`src/rtl/pupil_pkg.sv`:
```
// Shared types and defaults for the pupil tracker: FSM state encoding,
// default parameter values and the reported-result record.
package pupil_pkg;

    localparam int DEF_PIX_W     = 8;
    localparam int DEF_LINE_W    = 112;
    localparam int DEF_NUM_LINES = 112;
    localparam int DEF_COORD_W   = 8;

    // Result fields are sized for the widest supported COORD_W and sliced at the top.
    localparam int MAX_COORD_W   = 16;

    typedef enum logic [1:0] {
        ST_IDLE      = 2'd0,
        ST_SCAN      = 2'd1,
        ST_LINE_DONE = 2'd2,
        ST_REPORT    = 2'd3
    } pupil_state_t;

    typedef struct packed {
        logic [MAX_COORD_W-1:0] x;
        logic [MAX_COORD_W-1:0] y;
        logic [MAX_COORD_W-1:0] width;
        logic                   found;
    } pupil_result_t;

endpackage

```
`src/rtl/pupil_run_finder.sv`:
```
// Per-line dark-run detector: finds the first falling edge (run begin) and
// the first following rising edge (run end) along one line of pixels.
module pupil_run_finder
    import pupil_pkg::*;
#(
    parameter int PIX_W   = DEF_PIX_W,
    parameter int LINE_W  = DEF_LINE_W,
    parameter int COORD_W = DEF_COORD_W
) (
    input  logic               clock,
    input  logic               reset,
    input  logic               clear,
    input  logic               pix_en,
    input  logic [PIX_W-1:0]   pix_data,
    input  logic [PIX_W-1:0]   threshold,
    output logic [COORD_W-1:0] run_begin,
    output logic [COORD_W-1:0] run_end,
    output logic [COORD_W-1:0] run_width,
    output logic               closed
);

    logic [COORD_W-1:0] idx;
    logic [PIX_W-1:0]   prev;
    logic               has_begin;
    logic               in_range;
    logic               falls;
    logic               rises;

    assign in_range  = (idx < COORD_W'(LINE_W));
    assign falls     = (prev > pix_data) && ((prev - pix_data) > threshold);
    assign rises     = (pix_data > prev) && ((pix_data - prev) > threshold);
    assign run_width = run_end - run_begin + COORD_W'(1);

    always_ff @(posedge clock or posedge reset) begin
        if (reset) begin
            idx       <= '0;
            prev      <= '0;
            has_begin <= 1'b0;
            closed    <= 1'b0;
            run_begin <= '0;
            run_end   <= '0;
        end else if (clear) begin
            idx       <= '0;
            prev      <= '0;
            has_begin <= 1'b0;
            closed    <= 1'b0;
            run_begin <= '0;
            run_end   <= '0;
        end else if (pix_en && in_range) begin
            idx  <= idx + COORD_W'(1);
            prev <= pix_data;
            // Pixel 0 has no predecessor; only the first run per line counts.
            if (idx != '0) begin
                if (!has_begin && falls) begin
                    has_begin <= 1'b1;
                    run_begin <= idx;
                end else if (has_begin && !closed && rises) begin
                    closed  <= 1'b1;
                    run_end <= idx - COORD_W'(1);
                end
            end
        end
    end

endmodule

```
`src/rtl/pupil_tracker.sv`:
```
// Pupil tracker top: frame FSM, line counter, widest-run tracking and result
// outputs. Optional early frame stop is enabled by PUPIL_TRACKER_EARLY_STOP_EN.
module pupil_tracker
    import pupil_pkg::*;
#(
    parameter int PIX_W     = DEF_PIX_W,
    parameter int LINE_W    = DEF_LINE_W,
    parameter int NUM_LINES = DEF_NUM_LINES,
    parameter int COORD_W   = DEF_COORD_W
) (
    input  logic               clock,
    input  logic               reset,
    input  logic               frame_start,
    input  logic               pix_valid,
    input  logic [PIX_W-1:0]   pix_data,
    input  logic               line_end,
    input  logic [PIX_W-1:0]   threshold,
    output logic [COORD_W-1:0] pupil_x,
    output logic [COORD_W-1:0] pupil_y,
    output logic [COORD_W-1:0] pupil_width,
    output logic               pupil_valid,
    output logic               pupil_found,
    output logic               busy,
    output logic               overrun,
    output pupil_state_t       fsm_state
);

    // Pixel stream: a pixel is consumed on each clock with pix_valid high
    // while scanning; there is no backpressure, and line_end marks the last
    // pixel of a line (that pixel is consumed before the line is closed).

    pupil_state_t       state;
    pupil_state_t       state_nxt;
    pupil_result_t      res_q;
    logic [PIX_W-1:0]   thresh_q;
    logic [COORD_W-1:0] line_cnt;
    logic [COORD_W-1:0] line_cnt_inc;
    logic [COORD_W-1:0] max_w;
    logic [COORD_W-1:0] best_x;
    logic [COORD_W-1:0] best_y;
    logic               found_q;
    logic               overrun_q;
    logic               drain_q;
    logic               valid_q;

    logic               pix_en;
    logic               rf_clear;
    logic [COORD_W-1:0] rf_begin;
    logic [COORD_W-1:0] rf_end;
    logic [COORD_W-1:0] rf_width;
    logic               rf_closed;
    logic [COORD_W:0]   centre_sum;
    logic [COORD_W-1:0] centre;
    logic               record;
    logic               last_line;
    logic               stop_now;
    logic               to_report;
    logic               proto_err;
    logic               found_nxt;
    logic [COORD_W-1:0] x_nxt;
    logic [COORD_W-1:0] y_nxt;
    logic [COORD_W-1:0] w_nxt;

    pupil_run_finder #(
        .PIX_W   (PIX_W),
        .LINE_W  (LINE_W),
        .COORD_W (COORD_W)
    ) u_run_finder (
        .clock     (clock),
        .reset     (reset),
        .clear     (rf_clear),
        .pix_en    (pix_en),
        .pix_data  (pix_data),
        .threshold (thresh_q),
        .run_begin (rf_begin),
        .run_end   (rf_end),
        .run_width (rf_width),
        .closed    (rf_closed)
    );

    assign pix_en       = (state == ST_SCAN) && pix_valid && !frame_start;
    // The run finder is wiped after each evaluated line and outside scanning.
    assign rf_clear     = frame_start || (state != ST_SCAN);
    assign centre_sum   = {1'b0, rf_begin} + {1'b0, rf_end};
    assign centre       = centre_sum[COORD_W:1];
    assign line_cnt_inc = line_cnt + COORD_W'(1);
    assign last_line    = (line_cnt_inc == COORD_W'(NUM_LINES));
    assign record       = (state == ST_LINE_DONE) && rf_closed && (rf_width > max_w);

`ifdef PUPIL_TRACKER_EARLY_STOP_EN
    // A narrower closed run after the widest one means the pupil is behind us.
    assign stop_now = (state == ST_LINE_DONE) && found_q && rf_closed && (rf_width < max_w);
`else
    assign stop_now = 1'b0;
`endif

    assign to_report = (state == ST_LINE_DONE) && !frame_start && (last_line || stop_now);
    assign found_nxt = found_q || record;
    assign x_nxt     = record ? centre   : best_x;
    assign y_nxt     = record ? line_cnt : best_y;
    assign w_nxt     = record ? rf_width : max_w;

    assign proto_err = !drain_q &&
                       ((pix_valid && ((state == ST_LINE_DONE) || (state == ST_REPORT))) ||
                        ((pix_valid || line_end) && (state == ST_IDLE)));

    always_ff @(posedge clock or posedge reset) begin
        if (reset) begin
            state <= ST_IDLE;
        end else begin
            state <= state_nxt;
        end
    end

    always_comb begin
        state_nxt = state;
        if (frame_start) begin
            state_nxt = ST_SCAN;
        end else begin
            case (state)
                ST_IDLE:      state_nxt = ST_IDLE;
                ST_SCAN:      if (line_end) state_nxt = ST_LINE_DONE;
                ST_LINE_DONE: state_nxt = (last_line || stop_now) ? ST_REPORT : ST_SCAN;
                ST_REPORT:    state_nxt = ST_IDLE;
                default:      state_nxt = ST_IDLE;
            endcase
        end
    end

    always_ff @(posedge clock or posedge reset) begin
        if (reset) begin
            thresh_q  <= '0;
            line_cnt  <= '0;
            max_w     <= '0;
            best_x    <= '0;
            best_y    <= '0;
            found_q   <= 1'b0;
            overrun_q <= 1'b0;
            drain_q   <= 1'b0;
            valid_q   <= 1'b0;
            res_q     <= '0;
        end else if (frame_start) begin
            thresh_q  <= threshold;
            line_cnt  <= '0;
            max_w     <= '0;
            best_x    <= '0;
            best_y    <= '0;
            found_q   <= 1'b0;
            overrun_q <= 1'b0;
            drain_q   <= 1'b0;
            valid_q   <= 1'b0;
        end else begin
            valid_q <= to_report;
            if (proto_err) begin
                overrun_q <= 1'b1;
            end
            if (state == ST_LINE_DONE) begin
                line_cnt <= line_cnt_inc;
                // Strict compare keeps the earlier line on a width tie.
                if (record) begin
                    max_w   <= rf_width;
                    best_x  <= centre;
                    best_y  <= line_cnt;
                    found_q <= 1'b1;
                end
            end
            if (to_report) begin
                res_q.found <= found_nxt;
                if (found_nxt) begin
                    res_q.x     <= MAX_COORD_W'(x_nxt);
                    res_q.y     <= MAX_COORD_W'(y_nxt);
                    res_q.width <= MAX_COORD_W'(w_nxt);
                end
                if (stop_now) begin
                    drain_q <= 1'b1;
                end
            end
        end
    end

    generate
        if (COORD_W < MAX_COORD_W) begin : g_pad
            logic unused_pad;
            assign unused_pad = ^{res_q.x[MAX_COORD_W-1:COORD_W],
                                  res_q.y[MAX_COORD_W-1:COORD_W],
                                  res_q.width[MAX_COORD_W-1:COORD_W]};
        end
    endgenerate

    assign pupil_x     = res_q.x[COORD_W-1:0];
    assign pupil_y     = res_q.y[COORD_W-1:0];
    assign pupil_width = res_q.width[COORD_W-1:0];
    assign pupil_found = res_q.found;
    assign pupil_valid = valid_q;
    assign busy        = (state != ST_IDLE);
    assign overrun     = overrun_q;
    assign fsm_state   = state;

endmodule
```
`config.mk`:
```
export PLATFORM = sky130hd
export DESIGN_NAME = pupil_tracker
export DESIGN_NICKNAME = d
export VERILOG_FILES = /design/src/rtl/pupil_pkg.sv /design/src/rtl/pupil_run_finder.sv /design/src/rtl/pupil_tracker.sv
export SDC_FILE = /design/constraint.sdc
export NUM_CORES = 1
export LEC_CHECK = 0
export CORE_ASPECT_RATIO = 0.7
export CORE_MARGIN = 3
export CORE_UTILIZATION = 55
export DETAILED_ROUTE_END_ITERATION = 10
export MAX_ROUTING_LAYER = met4
export PLACE_DENSITY = 0.73
export SLEW_MARGIN = 0
export SYNTH_ARGS = -nofsm -noshare
export SYNTH_HDL_FRONTEND = slang
export SYNTH_HIERARCHICAL = 1
export SYNTH_SLANG_ARGS = --single-unit
```
`constraint.sdc`:
```
create_clock -name clock -period 9.6 [get_ports clock]
set_input_delay 0.96 -clock clock [delete_from_list [all_inputs] [get_ports clock]]
set_output_delay 0.96 -clock clock [all_outputs]
set_load 0.02 [all_outputs]
```
==> metrics.txt <==
Worst Hold Class=register to register; total buffers and inverters traversed by the critical path=3; Layout Skew=0.0105 ns; IO Port Bufs=50; TritonRoute pass-1 iters=5; setup TNS=0 ns; Post-Syn Area per Cell=~9.6 um^2; Async SR Flop Fraction=100%; ANT nets after route=0; combinational share of power=between 15 and 20%; drt initial violations=between 200 and 300; core area=~0.011 mm^2; Setup-failing EPs final=0; RSZ-0062 raised after global routing=false; Pleak=around 0.0035 uW; total CTS buffers=9; CP Cell Sequence=ha_1 -> inv_1 -> ha_1 -> inv_1 -> fa_1 -> inv_1 -> a21o_1 -> a21oi_1 -> o21ai_0 -> xnor2_1 -> ha_1 -> nand4_1 -> or3b_2 -> a21oi_1 -> nor2_1 -> a21boi_4 -> mux2_2; area of the multi-input gates=about 0.0035 mm^2; worst path arrival time=5.53 ns; maximum clock frequency=189 MHz; H-tree depth=3; drt total wl=roughly 14000 um; family with the most delay on the worst path=compound AO/OA/AOI/OAI gates; first-pass GRT wire length=~24000 um; clk_lat worst skew=0.35 ns; fin worst setup slack=about 4.3 ns; type of the worst setup path=register to register; synthesized flop and latch total=~100; cts hold-fix bufs=0; routability congestion estimate=0.894; GRT Total Usage=between 20% and 30%; IR drop worst, VDD=97.3 uV; CP startpoint kind=register; Mapped Nets=slightly below 800; CTS tree=built; Setup crit end kind=register; Max-cap violations=0; prevailing post-synth register cell=dfrtp_1; Crit path depth=17; DR vias/cell=~5.6; largest net degree at the start of global routing=63; layout cell share with drive strength beyond 1=under 10%; Post-Syn Area=between 0.006 and 0.007 mm^2; Final min period=approximately 5.3 ns; die height=roughly 98 um; Internal Power=around 720 uW; Layout Nets=between 800 and 900; DRC=0; Post-Syn Instances=690; vias in the first global route=4798; max-slew violation count=0; Final period util=between 50% and 60%; Required @ worst endpoint=about 10 ns; Net Sw Power=between 200 and 300 uW; R2R setup slack=roughly 4.3 ns; antenna violations before repair=0; Reg clk slew, reported paths=roughly 0.08 ns; max incr delay on CP=roughly 0.85 ns; Pwr Density=~130 mW/mm^2; wire length per cell=around 16 um; fillers=about 900; Switching Share=28.6%; final hold viol count=0; Register Area=between 0.002 and 0.003 mm^2; Reg2Reg Depth=17; crit-path max FO=25; slowest CP cell=a21boi_4; grt ovf=0; P&R area growth vs syn=13.1%; HPWL after detailed placement=10600 um; Worst R2R Start=u_run_finder/run_begin[1]; post-CTS setup buffer count=0; io pins=between 50 and 60; clock power share=~37%; Slew headroom=30.9%; chip width=~140 um; HP Start=pupil_found; Seq/Total Area, Yosys=between 30% and 40%; pre-CTS WS=4.38 ns; Clock Tree Root=clkbuf_16; Rows=32; YS warnings=6; worst reg2reg path endpoint=pupil_x[7]; outcome=completed; Via Count=between 4000 and 5000; starting density of the core=between 50% and 60%; Hold Crit Endpoint=pupil_found; post_cts resized=0; diode count=0; sequential share of power=about 46%; Post-synth EDFFs=0; Worst-Margin Slew=1.03 ns; Sink Count=between 100 and 150; Hold Path Depth=1; Die ar.=~0.013 mm^2; Netlist cell types=60; CTS Buffer Depth=2
## layout by cell type (no fill, tap or decap), types with 3 or more instances in the layout
| cell | n |
|---|---|
| nand3_1 | 10 |
| and2_1 | 8 |
| clkbuf_16 | 9 |
| nor2b_1 | 13 |
| fa_1 | 4 |
| o21a_1 | 5 |
| clkdlybuf4s50_1 | 50 |
| a21oi_1 | 48 |
| nor3b_1 | 4 |
| a21o_1 | 8 |
| nor3_1 | 11 |
| or3_1 | 8 |
| ha_1 | 68 |
| xor2_1 | 15 |
| dfrtp_1 | 104 |
| o211ai_1 | 5 |
| nor2_1 | 54 |
| o21ai_0 | 23 |
| mux2i_1 | 44 |
| inv_6 | 3 |
| buf_4 | 4 |
| a211oi_1 | 3 |
| nand4_1 | 14 |
| mux2_2 | 13 |
| xnor2_1 | 20 |
| nand2_1 | 57 |
| nor4_1 | 3 |
| inv_1 | 79 |
## cell type report
| type | instances | share of cell area (%) |
|---|---|---|
| well taps | 153 | 2.56 |
| inverters | 81 | 4.07 |
| repair buffers | 54 | 7.10 |
| clock buffers | 9 | 3.01 |
| multi-input cells | 475 | 47.4 |
| flip-flops and latches | 104 | 34.8 |
| clock inverters | 7 | 1.04 |
## metal layers
layer	GRT usage (%)	part of all wire [%]
met5	-	0
met4	3.91	1.0
met3	4.04	3.9
met2	32.1	44
met1	34.0	51
## logic make-up (layout without fill, tap and decap cells)
kind of cell | count (synthesis) | in the layout | synth area share (%)
buffers and inverters | 111 | 151 | 6.99
AO/OA/AOI/OAI | 112 | 112 | 10.6
multiplexers | 61 | 61 | 9.68
flip-flops | 104 | 104 | 39.4
XOR/XNOR | 35 | 35 | 4.64
AND/OR/NAND/NOR | 195 | 195 | 14.6
adder cells (fa/ha/maj) | 72 | 72 | 14.1
## worst max path at each step
stage	from	end	slack [ns]
global route	u_run_finder/run_begin[1]	pupil_x[0]	3.87
global placement	u_run_finder/run_begin[1]	pupil_x[0]	4.56
floorplan	u_run_finder/run_begin[1]	pupil_width[7]	5.64
finish	u_run_finder/run_begin[1]	pupil_x[7]	4.30
CTS	u_run_finder/run_begin[1]	pupil_x[7]	4.33
detailed placement	u_run_finder/run_begin[1]	pupil_x[7]	4.38
## power groups by stage
stage | Sequential, uW | Clock [uW] | Combinational [uW]
6_report | 460 | 374 | 174
2_1_floorplan | 468 | 0 | 117
5_1_grt | 462 | 402 | 196
3_3_place_gp | 468 | 0 | 165
3_5_place_dp | 469 | 0 | 173
4_1_cts | 460 | 383 | 174
## per-stage QoR
| stage | cell area [um^2] | utilization (%) | total power, uW | std cells | hold slack (ns) |
|---|---|---|---|---|---|
| floorplan | 6610 | - | 585 | 690 | 0.472 |
| global placement | 7170 | 63.1 | 633 | 867 | 0.477 |
| detailed placement | 7170 | 63.1 | 642 | 867 | 0.478 |
| CTS | 7470 | 65.7 | 1020 | 883 | 0.501 |
| global route | 7470 | 65.7 | 1060 | 883 | 0.530 |
| finish | 7470 | 65.7 | 1010 | 883 | 0.495 |
## sequential cells by signal, indices dropped and copies added (netlist names), 2 cells and up
| signal | cells |
|---|---|
| best_x | 8 |
| best_y | 8 |
| line_cnt | 8 |
| max_w | 8 |
| pupil_width | 8 |
| pupil_x | 8 |
| pupil_y | 8 |
| thresh_q | 8 |
| u_run_finder/idx | 8 |
| u_run_finder/prev | 8 |
| u_run_finder/run_begin | 8 |
| u_run_finder/run_end | 8 |
| fsm_state | 2 |
## worst reg2reg max path: cells and delay by family (launching register included)
kind | cells | cell delay [ns]
adders and majority gates | 4 | 1.18
DFF | 1 | 0.41
AOI/OAI and AO/OA | 5 | 2.03
and+or+nand+nor | 3 | 0.82
xor gates and xnor gates | 1 | 0.15
muxes | 1 | 0.43
buffers and inverters | 3 | 0.18
## cells in the mapped netlist (all sizes together), types with 10 or more instances
cell    instances  area share (%)
nor3           11            0.83
ha             68              13
nand2          57             3.2
dfrtp         104              39
nor2           54             3.1
nand4          14             1.3
buf            12             1.4
clkbuf         18             1.0
mux2i          44             6.7
xnor2          20             2.7
mux2           17             3.0
o21ai          23             1.7
inv            80             4.5
xor2           15             2.0
nand3          10            0.76
a21oi          48             3.6
nor2b          13             1.2
Note: power is estimated with default switching activity, not from simulation.
